===== config.mk =====
export PLATFORM = sky130hd
export DESIGN_NAME = cla_seq_word_adder_flat
export DESIGN_NICKNAME = d
export VERILOG_FILES = /design/src/rtl/cla_seq_word_adder_pkg.sv /design/src/rtl/cla_seq_word_adder_if.sv /design/src/rtl/cla_seq_word_adder_cla4_slice.sv /design/src/rtl/cla_seq_word_adder.sv /design/src/flat_wrapper.sv
export SDC_FILE = /design/constraint.sdc
export NUM_CORES = 1
export LEC_CHECK = 0
export CORE_ASPECT_RATIO = 2
export CORE_UTILIZATION = 54
export DETAILED_ROUTE_END_ITERATION = 10
export PLACE_DENSITY = 0.91
export SLEW_MARGIN = 20
export SYNTH_ARGS = -nofsm -noshare
export SYNTH_HDL_FRONTEND = slang
export SYNTH_SLANG_ARGS = --single-unit
export TNS_END_PERCENT = 1

===== constraint.sdc =====
create_clock -name clk -period 5.4 [get_ports clk]
set_input_delay 1.08 -clock clk [delete_from_list [all_inputs] [get_ports clk]]
set_output_delay 1.08 -clock clk [all_outputs]
set_load 0.005 [all_outputs]

===== src/rtl/cla_seq_word_adder_pkg.sv =====
// rtl/cla_seq_word_adder_pkg.sv - shared constants, FSM state type and nibble-count helper
package cla_pkg;

  localparam int NIBBLE_W = 4;

  typedef enum logic [1:0] {
    IDLE = 2'd0,
    RUN  = 2'd1,
    DONE = 2'd2
  } state_e;

  function automatic int nib_count(input int width);
    return width / NIBBLE_W;
  endfunction

endpackage


===== src/rtl/cla_seq_word_adder_if.sv =====
// rtl/cla_seq_word_adder_if.sv - operand/result handshake bundle; ovf exists only with CLA_OVF_EN
interface cla_seq_word_adder_if #(
  parameter int WIDTH = 16
);

  logic             in_valid;
  logic             in_ready;
  logic [WIDTH-1:0] a;
  logic [WIDTH-1:0] b;
  logic             cin;
  logic             out_valid;
  logic             out_ready;
  logic [WIDTH-1:0] sum;
  logic             cout;
`ifdef CLA_OVF_EN
  logic             ovf;
`endif

  modport master (
    output in_valid, a, b, cin, out_ready,
    input  in_ready, out_valid, sum, cout
`ifdef CLA_OVF_EN
    , input ovf
`endif
  );

  modport slave (
    input  in_valid, a, b, cin, out_ready,
    output in_ready, out_valid, sum, cout
`ifdef CLA_OVF_EN
    , output ovf
`endif
  );

endinterface


===== src/rtl/cla_seq_word_adder_cla4_slice.sv =====
// rtl/cla_seq_word_adder_cla4_slice.sv - combinational 4-bit carry-lookahead slice
module cla4_slice (
  input  logic [3:0] a,
  input  logic [3:0] b,
  input  logic       ci,
  output logic [3:0] s,
  output logic       co,
  output logic       c3
);

  logic [3:0] g;
  logic [3:0] p;
  logic       c1;
  logic       c2;

  assign g = a & b;
  assign p = a ^ b;

  // Flat two-level lookahead: every carry is a sum of products of g/p/ci.
  assign c1 = g[0] | (p[0] & ci);
  assign c2 = g[1] | (p[1] & g[0]) | (p[1] & p[0] & ci);
  assign c3 = g[2] | (p[2] & g[1]) | (p[2] & p[1] & g[0]) | (p[2] & p[1] & p[0] & ci);
  assign co = g[3] | (p[3] & g[2]) | (p[3] & p[2] & g[1]) | (p[3] & p[2] & p[1] & g[0])
            | (p[3] & p[2] & p[1] & p[0] & ci);

  assign s = p ^ {c3, c2, c1, ci};

endmodule


===== src/rtl/cla_seq_word_adder.sv =====
// rtl/cla_seq_word_adder.sv - nibble-serial WIDTH-bit adder on one reused CLA slice; CLA_OVF_EN adds ovf
module cla_seq_word_adder
  import cla_pkg::*;
#(
  parameter int WIDTH = 16
) (
  input logic                  clk,
  input logic                  rst,
  cla_seq_word_adder_if.slave  bus
);

  localparam int NIB   = nib_count(WIDTH);
  localparam int IDX_W = (NIB > 1) ? $clog2(NIB) : 1;

  state_e             state_q;
  logic [WIDTH-1:0]   a_q;
  logic [WIDTH-1:0]   b_q;
  logic [WIDTH-1:0]   sum_q;
  logic               carry_q;
  logic               cout_q;
  logic               in_ready_q;
  logic               out_valid_q;
  logic [IDX_W-1:0]   idx_q;

  logic [NIBBLE_W-1:0] nib_a_d;
  logic [NIBBLE_W-1:0] nib_b_d;
  logic [NIBBLE_W-1:0] nib_s_d;
  logic                nib_co_d;
  logic                nib_c3_d;
  logic                last_d;

  assign nib_a_d = a_q[NIBBLE_W*idx_q +: NIBBLE_W];
  assign nib_b_d = b_q[NIBBLE_W*idx_q +: NIBBLE_W];
  assign last_d  = (idx_q == IDX_W'(NIB - 1));

  cla4_slice u_slice (
    .a  (nib_a_d),
    .b  (nib_b_d),
    .ci (carry_q),
    .s  (nib_s_d),
    .co (nib_co_d),
    .c3 (nib_c3_d)
  );

`ifdef CLA_OVF_EN
  logic ovf_q;
  assign bus.ovf = ovf_q;
`else
  logic unused_c3;
  assign unused_c3 = nib_c3_d;
`endif

  always_ff @(posedge clk or posedge rst) begin
    if (rst) begin
      state_q     <= IDLE;
      a_q         <= '0;
      b_q         <= '0;
      sum_q       <= '0;
      carry_q     <= 1'b0;
      cout_q      <= 1'b0;
      in_ready_q  <= 1'b1;
      out_valid_q <= 1'b0;
      idx_q       <= '0;
`ifdef CLA_OVF_EN
      ovf_q       <= 1'b0;
`endif
    end else begin
      case (state_q)
        IDLE: begin
          if (bus.in_valid && in_ready_q) begin
            a_q        <= bus.a;
            b_q        <= bus.b;
            carry_q    <= bus.cin;
            idx_q      <= '0;
            in_ready_q <= 1'b0;
            state_q    <= RUN;
          end
        end
        RUN: begin
          sum_q[NIBBLE_W*idx_q +: NIBBLE_W] <= nib_s_d;
          carry_q <= nib_co_d;
          idx_q   <= idx_q + 1'b1;
          if (last_d) begin
            cout_q      <= nib_co_d;
`ifdef CLA_OVF_EN
            // Top nibble's c3 is the carry into bit WIDTH-1.
            ovf_q       <= nib_c3_d ^ nib_co_d;
`endif
            idx_q       <= '0;
            out_valid_q <= 1'b1;
            state_q     <= DONE;
          end
        end
        DONE: begin
          // Return to IDLE first so a waiting producer is never accepted in this cycle.
          if (bus.out_ready) begin
            out_valid_q <= 1'b0;
            in_ready_q  <= 1'b1;
            state_q     <= IDLE;
          end
        end
        default: begin
          out_valid_q <= 1'b0;
          in_ready_q  <= 1'b1;
          state_q     <= IDLE;
        end
      endcase
    end
  end

  assign bus.in_ready  = in_ready_q;
  assign bus.out_valid = out_valid_q;
  assign bus.sum       = sum_q;
  assign bus.cout      = cout_q;

endmodule


===== src/flat_wrapper.sv =====
// flat-port wrapper written by rule: the top's interface ports become plain ports
module cla_seq_word_adder_flat import cla_pkg::*;
#(
  parameter int WIDTH = 16
)
  (clk, rst, bus_in_valid, bus_a, bus_b, bus_cin, bus_out_ready, bus_in_ready, bus_out_valid, bus_sum, bus_cout);
  cla_seq_word_adder_if #(.WIDTH(WIDTH)) bus_i ();
  input logic clk;
  input logic rst;
  input wire logic [$bits(bus_i.in_valid)-1:0] bus_in_valid;
  input wire logic [$bits(bus_i.a)-1:0] bus_a;
  input wire logic [$bits(bus_i.b)-1:0] bus_b;
  input wire logic [$bits(bus_i.cin)-1:0] bus_cin;
  input wire logic [$bits(bus_i.out_ready)-1:0] bus_out_ready;
  output wire logic [$bits(bus_i.in_ready)-1:0] bus_in_ready;
  output wire logic [$bits(bus_i.out_valid)-1:0] bus_out_valid;
  output wire logic [$bits(bus_i.sum)-1:0] bus_sum;
  output wire logic [$bits(bus_i.cout)-1:0] bus_cout;
  assign bus_i.in_valid = bus_in_valid;
  assign bus_i.a = bus_a;
  assign bus_i.b = bus_b;
  assign bus_i.cin = bus_cin;
  assign bus_i.out_ready = bus_out_ready;
  assign bus_in_ready = bus_i.in_ready;
  assign bus_out_valid = bus_i.out_valid;
  assign bus_sum = bus_i.sum;
  assign bus_cout = bus_i.cout;
  cla_seq_word_adder #(.WIDTH(WIDTH)) u_core (.clk(clk), .rst(rst), .bus(bus_i));
endmodule

After elaboration in Yosys (flattened, before gate mapping)
Cells that the tools add are included.
Word-level totals
  flip-flop bits (word level): 56
  input bits: 37
  output and inout bits: 19
  logic and storage cells: 77
Cells by class
  $add $sub $neg: 2
  equal/unequal tests: 6
  shifts and indexed selects: 4
  mux-type cells: 16
  bitwise operators: 31
  reductions and logical operators: 9
Operator list (count)
  negation 4 -> 34 bit: 1
  variable shift 4 x 34 -> 16 bit (first input constant): 1
  indexed part select 4 x 34 -> 16 bit: 1
  indexed part select 16 x 5 -> 4 bit: 2
  bitwise AND 1 bit: 16
  bitwise mux 16 bit: 1
  two-way mux 2 bit: 5
  bitwise OR 1 bit: 10
  AND reduction 3 bit: 3
  XOR 4 bit: 2
  case mux 1 bit (3 select lines): 2
  case mux 2 bit (3 select lines): 1
  AND reduction 2 bit: 3
  two-way mux 1 bit: 5
  bitwise AND 4 bit: 1
  equality test 2 bit (second input constant): 2
  != test 2 x 1 -> 1 bit (second input constant): 2
  case mux 2 bit (2 select lines): 1
  adder 2 x 1 -> 2 bit (second input constant): 1
  equality test 2 x 1 -> 1 bit (second input constant): 1
  zero test 2 bit: 1
  != test 2 bit (second input constant): 1
  NOT 1 bit: 2
  case mux 1 bit (2 select lines): 1
  2 further kinds: 2

Longest topological paths before layout
Gate-level depths: netlist of run 1.
  depth after elaboration: 9
  gate-level depth with buffers: 7
  depth with buffers taken out: 6

Cells and area by module
A second synthesis of run 1 with hierarchy kept.
Second synthesis, totals
  cells, all modules: 178
  area total of the unflattened synthesis: 2660.1 um2
By module, submodules not included
  cla_seq_word_adder: instances 1, cells each 160, area each 2504.9 um2, seq. area each 1402.6 um2
  cla4_slice: instances 1, cells each 18, area each 155.1 um2, seq. area each 0.0 um2

Worst setup path after synthesis of run 1
OpenSTA, ideal clock, no wires.
  path type: reg2reg
  from: register u_core.idx_q[1]
  to: register u_core.sum_q[6], in the netlist u_core.bus.sum[6]
  setup time: 0.133 ns
  arrival: 2.359 ns
  data required time: 5.267 ns
  slack: 2.908 ns
  stages on the path, launching flop included: 8
  path buffers: 1
  clock period less this slack: 2.492 ns
  path through: dfrtp_1 > clkbuf_1 > mux4_2 > ha_1 > a21o_1 > a21oi_1 > xor2_1 > o21ai_0
Between the ends
  longest elaborated chain between the ends: 9
  elaborated cells between the ends (all ways): 24
  classes of those cells: add/sub: 1; shift: 4; mux: 1; bitwise: 18
RTL lines
  start: declaration: line cla_seq_word_adder.sv:23  | logic [IDX_W-1:0] idx_q;
  start signal: assignment: line cla_seq_word_adder.sv:82  | idx_q <= idx_q + 1'b1;
  indexed part select 16 x 5 -> 4 bit, on equally long branches: line cla_seq_word_adder.sv:32, cla_seq_word_adder.sv:33
  XOR 4 bit or bitwise AND 4 bit (tied branches): line cla_seq_word_adder_cla4_slice.sv:17, cla_seq_word_adder_cla4_slice.sv:16
  bitwise AND 1 bit: line cla_seq_word_adder_cla4_slice.sv:22  | assign c3 = g[2] | (p[2] & g[1]) | (p[2] & p[1] & g[0]) | (p[2] & p[1] & p[0] & ci);
  bitwise OR 1 bit or bitwise AND 1 bit (tied branches) (2 in series): line cla_seq_word_adder_cla4_slice.sv:22
  bitwise OR 1 bit: line cla_seq_word_adder_cla4_slice.sv:22
  XOR 4 bit: line cla_seq_word_adder_cla4_slice.sv:26  | assign s = p ^ {c3, c2, c1, ci};
  indexed part select 4 x 34 -> 16 bit: line cla_seq_word_adder.sv:80  | sum_q[NIBBLE_W*idx_q +: NIBBLE_W] <= nib_s_d;
  bitwise mux 16 bit *: line cla_seq_word_adder.sv:80
  end signal: indexed assignment: line cla_seq_word_adder.sv:80
  end: declaration: line cla_seq_word_adder.sv:18  | logic [WIDTH-1:0] sum_q;
Every way passes the cells marked *; elsewhere a longest branch is shown, timed or not.
A chain may end at the register's enable or synchronous reset.

Worst setup path after layout of run 1
  from: register u_core.idx_q[0]
  to: register u_core.sum_q[6], in the netlist u_core.bus.sum[6]
The elaborated chain is that of the path after synthesis.

==> results of run 1 <==
## tightest hold or removal path: cells and delay by family (launching register included)
kind / cells / cell delay, ns
compound gates: 1 / 0.06
flops: 1 / 0.35
simple gates: 1 / 0.04
## routing by layer
metal	vias to the layer above	GRT usage [%]
met3	16	3.788
li1	823	-
met2	48	44.03
met4	0	10.47
met5	-	0
met1	864	21.98
## path summary, 6_finish.rpt
path / start / depth (start not counted) / end
max: u_core.idx_q[0] / 6 / u_core.bus.sum[6]
max reg2reg: u_core.idx_q[0] / 6 / u_core.bus.sum[6]
min reg2reg: u_core.bus.sum[7] / 2 / u_core.bus.sum[7]
min: u_core.bus.sum[7] / 2 / u_core.bus.sum[7]
min in group asynchronous: rst / 2 / u_core.b_q[3]
max in group asynchronous: rst / 2 / u_core.bus.sum[8]
## registers in the layout, indices dropped and copies added (netlist names)
signal,flops
u_core.state_q,2
u_core.bus.in_ready,1
u_core.b_q,16
u_core.a_q,16
u_core.bus.sum,16
u_core.idx_q,2
u_core.bus.out_valid,1
u_core.bus.cout,1
u_core.carry_q,1
## Yosys cell counts
library cell,n,area share [%]
sky130_fd_sc_hd__buf_2,2,0.39
sky130_fd_sc_hd__a211oi_1,1,0.29
sky130_fd_sc_hd__o22ai_1,2,0.48
sky130_fd_sc_hd__ha_1,11,5.3
sky130_fd_sc_hd__nand2_2,1,0.24
sky130_fd_sc_hd__mux2_1,1,0.43
sky130_fd_sc_hd__or4_4,1,0.43
sky130_fd_sc_hd__xnor2_1,1,0.34
sky130_fd_sc_hd__o31ai_1,1,0.29
sky130_fd_sc_hd__xor2_1,1,0.34
sky130_fd_sc_hd__nand3_1,1,0.19
sky130_fd_sc_hd__nand2b_4,1,0.53
sky130_fd_sc_hd__a21o_1,1,0.29
sky130_fd_sc_hd__inv_1,6,0.87
sky130_fd_sc_hd__or4b_4,1,0.53
sky130_fd_sc_hd__nor2_1,4,0.58
sky130_fd_sc_hd__nor3b_4,1,0.72
sky130_fd_sc_hd__a21oi_1,6,1.2
sky130_fd_sc_hd__dfrtp_1,55,53
sky130_fd_sc_hd__clkbuf_1,1,0.14
sky130_fd_sc_hd__nor3_1,1,0.19
sky130_fd_sc_hd__o21bai_1,1,0.29
sky130_fd_sc_hd__mux4_2,8,6.9
sky130_fd_sc_hd__mux2_2,31,13
sky130_fd_sc_hd__o21ai_0,14,2.7
sky130_fd_sc_hd__dfstp_2,1,1.0
sky130_fd_sc_hd__buf_4,3,0.87
sky130_fd_sc_hd__o211ai_1,1,0.29
sky130_fd_sc_hd__or2b_1,1,0.29
sky130_fd_sc_hd__nand2b_1,2,0.48
sky130_fd_sc_hd__or3_1,2,0.48
sky130_fd_sc_hd__nor2b_4,1,0.53
sky130_fd_sc_hd__nand2_1,26,3.8
sky130_fd_sc_hd__o21ai_1,8,1.5
sky130_fd_sc_hd__fa_1,1,0.77
## kinds of logic after synthesis
kind of cell	share of synthesized area, %
compound gates	7.315
xor+xnor	0.6738
fa+ha+maj	6.063
buf+inv	2.262
simple gates	8.950
mux	20.79
flops	53.95
## power by group
part	leakage [nW]	internal [mW]	switching [mW]
Combinational	0.648	0.439	0.409
Clock	0.0510	0.103	0.126
Sequential	0.714	0.595	0.143
## stage by stage
stage          worst slack (ns)  hold slack (ns)  area (sq um)  utilization (%)
6_report                  2.694           0.4856          3284            71.43
5_1_grt                   2.489           0.5140          3284            71.43
4_1_cts                   2.684           0.4907          3283            71.40
3_5_place_dp              2.570           0.4694          3191            69.39
3_3_place_gp              2.628           0.4628          3191            69.39
2_1_floorplan             2.908           0.4524          2600                -
## final cells by class
type,count,area [sq um]
sequential,56,1403
fill,314,1314
multi-input combinational,132,1139
timing repair buffer,56,558.0
clock buffer,6,82.58
tap,55,68.82
inverter,6,23.77
clock inverter,2,10.01
==> results_tabular.tex, run 1 <==
\begin{tabular}{lr}
\hline
Metric & Value \\
\hline
\multicolumn{2}{l}{\textbf{Flow run}} \\
Max-cap violation count & 0 \\
\multicolumn{2}{l}{\textbf{Global routing}} \\
Number of global-route vias before repair & 1909 \\
Combined global-route utilization of all metal layers & 22.74\% \\
Total congestion overflow & 0 \\
Initial antenna violation count & 0 \\
Largest net degree at the start of global routing & 57 \\
Wire length of the first global-routing pass & 8473 um \\
\multicolumn{2}{l}{\textbf{Clocking}} \\
CTS tree & done \\
Cts repair resizes & 0 \\
Total number of clock tree sinks & 56 \\
Hold-fix buffer count after cts & 0 \\
Clock Tree Buf Depth & 2 \\
Clock slew at reported path FFs & 0.09 ns \\
Post-CTS repair timing setup buffer count & 0 \\
Clock tree root buffer cell & sky130\_fd\_sc\_hd\_\_clkbuf\_8 \\
Worst-skew pair later-pin latency & 0.30 ns \\
Clock buffers created by TritonCTS & 5 \\
Number of levels the H-tree was split into & 2 \\
\multicolumn{2}{l}{\textbf{Cells and area}} \\
Relative area change from synthesis to final layout & 26.32\% \\
Antenna fix cells & 0 \\
Post-route insts no fill & 313 \\
Share of layout cells above drive strength 1 & 21.71\% \\
Commonest cells after routing, fill and taps aside & sky130\_fd\_sc\_hd\_\_clkdlybuf4s50\_1 (55), sky130\_fd\_sc\_hd\_\_dfrtp\_1 (55), sky130\_fd\_sc\_hd\_\_mux2\_2 (31) \\
NumNets Final & 306 \\
\multicolumn{2}{l}{\textbf{Detailed routing}} \\
Met3 WL post-DR & 109 um \\
Drt initial violations & 29 \\
Detailed-route wire length on metal 1 & 1682 um \\
Detailed-router iteration count before antenna repair & 4 \\
Number of remaining DRC errors & 0 \\
Detail-routed net length per standard cell & 16.17 um \\
DR WL met2 & 3127 um \\
Total number of vias & 1751 \\
Highest signal layer in the routed design & met4 \\
Mean number of vias per cell & 5.594 \\
Aggregate routed wire length & 5061 um \\
Count of antenna-violating nets left after detailed routing & 0 \\
\multicolumn{2}{l}{\textbf{Critical path}} \\
Capturing element type of the critical path & flop \\
Crit path buf inv count & 0 \\
Maximum cell stage delay along the critical path & 0.81 ns \\
Data arrival at the endpoint of the critical path & 2.88 ns \\
Required time at the worst-slack endpoint & 5.57 ns \\
Worst setup path class & flop to flop \\
Critical Path, Cell by Cell & mux4\_2 -> ha\_1 -> a21o\_1 -> a21oi\_1 -> xor2\_1 -> o21ai\_0 \\
Minimum setup slack among reg-to-reg paths & 2.69 ns \\
CP top delay family & flip-flops \\
Element type at the critical path start & flop \\
CP max-delay cell & sky130\_fd\_sc\_hd\_\_dfrtp\_1 \\
Maximum net fanout on the critical path & 17 \\
\multicolumn{2}{l}{\textbf{Floorplanning}} \\
Initial core utilization & 56.54\% \\
Die Span Y & 100.1 um \\
Horiz. Die Dim & 51.07 um \\
Standard-cell rows & 35 \\
Die footprint & 5113 sq um \\
Top-level I/O count & 56 \\
Floorplan core area & 4598 sq um \\
\multicolumn{2}{l}{\textbf{STA}} \\
Min Tclk post-route & 2.706 ns \\
Setup-failing EPs final & 0 \\
Number of max-slew violations in the final report & 0 \\
Slew at the pin closest to its max-slew limit & 0.9149 ns \\
Final Cycle Share & 50.11\% \\
RSZ-0062 raised after global routing & no \\
Final Hold Fails & 0 \\
Max Clk Rate & 369.6 MHz \\
Worst slew slack as a fraction of its limit & 38.94\% \\
Post-route setup TNS & 0 ns \\
Worst-case clock skew & 0.006046 ns \\
\multicolumn{2}{l}{\textbf{Place}} \\
Routability cong. & 0.8496 \\
Number of buffers added on ports & 55 \\
Number of placed instances with taps included & 305 \\
DPL Wire Length & 3880 um \\
\multicolumn{2}{l}{\textbf{Synthesis}} \\
Synthesis warning total & 0 \\
Average size of a mapped cell & 13.00 sq um \\
Mapped Area & 2600 sq um \\
Synth Net Count & 249 \\
Total of flip-flops plus latches after synthesis & 56 \\
Post-synthesis cell type count & 35 \\
Cells after Synth & 200 \\
Seq/Total Area, Yosys & 53.95\% \\
\multicolumn{2}{l}{\textbf{Power}} \\
Power density cells & 552.6 nW/um\^{}2 \\
Total power consumption of the routed design & 1.815 mW \\
Lkg Pwr & 1.412 nW \\
Maximum VDD drop & 496.0 uV \\
\multicolumn{2}{l}{\textbf{Run status}} \\
Status & finished clean \\
\multicolumn{2}{l}{\textbf{Hold path}} \\
Min-delay worst type & flop to flop \\
\hline
\end{tabular}
No activity file was read; power rests on OpenSTA's default activity.
==> run 2: changes to the inputs <==
--- a/config.mk
+++ b/config.mk
@@ -6,9 +6,9 @@
 export NUM_CORES = 1
 export LEC_CHECK = 0
 export CORE_ASPECT_RATIO = 2
-export CORE_UTILIZATION = 54
+export CORE_UTILIZATION = 45
 export DETAILED_ROUTE_END_ITERATION = 10
-export PLACE_DENSITY = 0.91
+export PLACE_DENSITY = 0.82
 export SLEW_MARGIN = 20
 export SYNTH_ARGS = -nofsm -noshare
 export SYNTH_HDL_FRONTEND = slang
==> constraint.sdc (replaced) <==
create_clock -name clk -period 2.2 [get_ports clk]
set_input_delay 0.44 -clock clk [delete_from_list [all_inputs] [get_ports clk]]
set_output_delay 0.44 -clock clk [all_outputs]
set_load 0.005 [all_outputs]
==> run 2 against run 1 <==
Compared with the run above:
- cell area rose by 4.8%
- first-iteration DRC count decreased by 6.9%
- die area is 19% higher
- largest power group unchanged
==> results_tabular.tex, run 2 (synthesized netlist as in run 1, its figures left out) <==
\begin{tabular}{lr}
\hline
Metric & Value \\
\hline
\multicolumn{2}{l}{\textbf{Cells and area}} \\
Antenna fix cells & 0 (unchanged) \\
Share of layout cells above drive strength 1 & 25.38\% (was 21.71\%) \\
Relative area change from synthesis to final layout & 32.34\% (was 26.32\%) \\
NumNets Final & 312 (was 306) \\
Most frequent standard cell in the layout excluding fill and tap cells & sky130\_fd\_sc\_hd\_\_clkdlybuf4s50\_1 \\
Commonest cells after routing, fill and taps aside & sky130\_fd\_sc\_hd\_\_clkdlybuf4s50\_1 (55), sky130\_fd\_sc\_hd\_\_dfrtp\_1 (54), sky130\_fd\_sc\_hd\_\_mux2\_2 (31) (was sky130\_fd\_sc\_hd\_\_clkdlybuf4s50\_1 (55), sky130\_fd\_sc\_hd\_\_dfrtp\_1 (55), sky130\_fd\_sc\_hd\_\_mux2\_2 (31)) \\
\multicolumn{2}{l}{\textbf{Critical path}} \\
Element type at the critical path start & flop (unchanged) \\
Maximum net fanout on the critical path & 5 (was 17) \\
Data arrival at the endpoint of the critical path & 2.35 ns (was 2.88 ns) \\
Crit. path cell count & 6 (unchanged) \\
Critical Path, Cell by Cell & mux4\_2 -> ha\_4 -> a21o\_1 -> a21oi\_2 -> xor2\_1 -> o21ai\_0 (was mux4\_2 -> ha\_1 -> a21o\_1 -> a21oi\_1 -> xor2\_1 -> o21ai\_0) \\
CP max-delay cell & sky130\_fd\_sc\_hd\_\_mux4\_2 (was sky130\_fd\_sc\_hd\_\_dfrtp\_1) \\
Maximum cell stage delay along the critical path & 0.59 ns (was 0.81 ns) \\
Origin of the critical flop-to-flop path & u\_core.idx\_q[0] (unchanged) \\
CP top delay family & multiplexers (was flip-flops) \\
Worst setup path class & flop to flop (unchanged) \\
Minimum setup slack among reg-to-reg paths & 0.05 ns (was 2.69 ns) \\
Reg-to-reg endpoint & u\_core.bus.sum[6] (unchanged) \\
Capturing element type of the critical path & flop (unchanged) \\
Crit path buf inv count & 0 (unchanged) \\
Worst r2r path cells & 6 (unchanged) \\
CP Launch Point & u\_core.idx\_q[0] (unchanged) \\
Crit path to & u\_core.bus.sum[6] (unchanged) \\
Required time at the worst-slack endpoint & 2.40 ns (was 5.57 ns) \\
\multicolumn{2}{l}{\textbf{Floorplanning}} \\
Die Span Y & 109.5 um (was 100.1 um) \\
Top-level I/O count & 56 (unchanged) \\
Die footprint & 6104 sq um (was 5113 sq um) \\
Standard-cell rows & 38 (was 35) \\
Initial core utilization & 47.14\% (was 56.54\%) \\
Floorplan core area & 5515 sq um (was 4598 sq um) \\
Horiz. Die Dim & 55.75 um (was 51.07 um) \\
\multicolumn{2}{l}{\textbf{Power}} \\
Lkg Pwr & 1.462 nW (was 1.412 nW) \\
Gate power share & 50.6\% (was 46.7\%) \\
Proportion of total power due to net switching & 35.96\% (was 37.35\%) \\
Maximum VDD drop & 906.3 uV (was 496.0 uV) \\
Cell-internal power & 3.137 mW (was 1.137 mW) \\
Clock share of power & 13.5\% (was 12.6\%) \\
Part of the power in registers & 35.9\% (was 40.7\%) \\
Psw & 1.762 mW (was 677.9 uW) \\
Power density cells & 1424 nW/um\^{}2 (was 552.6 nW/um\^{}2) \\
\multicolumn{2}{l}{\textbf{Clocking}} \\
Clock tree root buffer cell & sky130\_fd\_sc\_hd\_\_clkbuf\_8 (unchanged) \\
Clock slew at reported path FFs & 0.10 ns (was 0.09 ns) \\
Total number of clock tree sinks & 56 (unchanged) \\
CTS tree & done (unchanged) \\
Clock Tree Buf Depth & 2 (unchanged) \\
Worst-skew pair later-pin latency & 0.32 ns (was 0.30 ns) \\
Hold-fix buffer count after cts & 0 (unchanged) \\
Number of levels the H-tree was split into & 2 (unchanged) \\
Clock buffers created by TritonCTS & 5 (unchanged) \\
\multicolumn{2}{l}{\textbf{Detailed routing}} \\
Aggregate routed wire length & 5282 um (was 5061 um) \\
Drt initial violations & 27 (was 29) \\
Detailed-router iteration count before antenna repair & 4 (unchanged) \\
Count of antenna-violating nets left after detailed routing & 0 (unchanged) \\
Mean number of vias per cell & 5.441 (was 5.594) \\
Number of remaining DRC errors & 0 (unchanged) \\
Detail-routed net length per standard cell & 16.30 um (was 16.17 um) \\
Total number of vias & 1763 (was 1751) \\
\multicolumn{2}{l}{\textbf{STA}} \\
Number of max-slew violations in the final report & 0 (unchanged) \\
Final Hold Fails & 0 (unchanged) \\
Min Tclk post-route & 2.150 ns (was 2.706 ns) \\
Post-route setup TNS & 0 ns (unchanged) \\
RSZ-0062 raised after global routing & yes (was no) \\
Slew at the pin closest to its max-slew limit & 0.3581 ns (was 0.9149 ns) \\
Final Cycle Share & 97.71\% (was 50.11\%) \\
Setup-failing EPs final & 0 (unchanged) \\
Post-route worst setup slack & 0.05038 ns (was 2.694 ns) \\
Worst slew slack as a fraction of its limit & 76.13\% (was 38.94\%) \\
Worst-case clock skew & 0.009524 ns (was 0.006046 ns) \\
Max Clk Rate & 465.2 MHz (was 369.6 MHz) \\
\multicolumn{2}{l}{\textbf{Global routing}} \\
Wire length of the first global-routing pass & 8859 um (was 8473 um) \\
Initial antenna violation count & 0 (unchanged) \\
Combined global-route utilization of all metal layers & 19.20\% (was 22.74\%) \\
Number of global-route vias before repair & 1903 (was 1909) \\
Total congestion overflow & 0 (unchanged) \\
Largest net degree at the start of global routing & 57 (unchanged) \\
\multicolumn{2}{l}{\textbf{Place}} \\
Number of buffers added on ports & 55 (unchanged) \\
DPL Wire Length & 4110 um (was 3880 um) \\
Pre-CTS setup slack & 0.005500 ns (was 2.570 ns) \\
Routability cong. & 0.8769 (was 0.8496) \\
\multicolumn{2}{l}{\textbf{Hold path}} \\
Min-delay worst type & input port to async pin (was flop to flop) \\
\multicolumn{2}{l}{\textbf{Flow run}} \\
Max-cap violation count & 0 (unchanged) \\
\multicolumn{2}{l}{\textbf{Run status}} \\
Status & finished clean (unchanged) \\
\hline
\end{tabular}
-- run 2: how the worst min path moves through the flow --
stage,start,end,slack [ns],depth (start not counted)
after detailed placement,u_core.bus.cout,u_core.bus.cout,0.47,2
final,rst,u_core.bus.sum[8],0.49,3
after global routing,rst,u_core.bus.sum[5],0.51,3
after CTS,u_core.bus.cout,u_core.bus.cout,0.49,2
after global placement,u_core.bus.sum[4],u_core.bus.sum[4],0.47,2
after floorplan,u_core.a_q[6],u_core.a_q[6],0.45,1
-- run 2: area by class of cell --
type | count | area [sq um]
multi-input combinational | 132 | 1187
fill | 431 | 2074
timing repair buffer | 62 | 644.4
clock inverter | 2 | 35.03
sequential | 56 | 1404
tap | 60 | 75.07
inverter | 6 | 22.52
clock buffer | 6 | 72.57
-- run 2: what timing repair did --
action,in CTS,in global routing
setup buffers,0,0
resized for setup,0,5
endpoints found under the setup margin,0,13
-- run 2: per-layer routing --
layer  global-route usage [%]  share of wire [%]  up-vias
met1                    19.70                 36      877
met4                    10.00                3.4        0
met3                    3.529                2.2       13
met2                    36.40                 59       40
li1                         -                  -      833
met5                        0                  0        -
-- run 2: worst register-to-register path, stage by stage, from the launching register on --
cell	delay, ns
sky130_fd_sc_hd__dfrtp_2	0.46
sky130_fd_sc_hd__mux4_2	0.59
sky130_fd_sc_hd__ha_4	0.25
sky130_fd_sc_hd__a21o_1	0.18
sky130_fd_sc_hd__a21oi_2	0.14
sky130_fd_sc_hd__xor2_1	0.27
sky130_fd_sc_hd__o21ai_0	0.13
-- run 2: power groups by stage --
stage | registers, mW | clock network [mW] | logic, mW
finish | 1.76 | 0.661 | 2.48
detailed placement | 1.78 | 0 | 2.27
global route | 1.82 | 0.714 | 2.73
global placement | 1.77 | 0 | 2.19
CTS | 1.76 | 0.677 | 2.28
floorplan | 1.68 | 0 | 1.56
-- run 2: metrics by stage --
| step | std cells | hold slack (ns) | instance area (sq um) | util, % | total power, mW |
|---|---|---|---|---|---|
| CTS | 324 | 0.4944 | 3401 | 61.66 | 4.719 |
| global placement | 316 | 0.4663 | 3293 | 59.71 | 3.961 |
| global route | 324 | 0.5111 | 3441 | 62.39 | 5.264 |
| floorplan | 200 | 0.4524 | 2630 | - | 3.242 |
| detailed placement | 316 | 0.4734 | 3293 | 59.71 | 4.055 |
| finish | 324 | 0.4870 | 3441 | 62.39 | 4.899 |
==> run 3: changes to the inputs <==
--- a/config.mk
+++ b/config.mk
@@ -5,6 +5,7 @@
 export SDC_FILE = /design/constraint.sdc
 export NUM_CORES = 1
 export LEC_CHECK = 0
+export CAP_MARGIN = 0
 export CORE_ASPECT_RATIO = 2
 export CORE_UTILIZATION = 45
 export DETAILED_ROUTE_END_ITERATION = 10
==> results of run 3 <==
The final DEF is identical to that of run 2; final timing and power are the same.
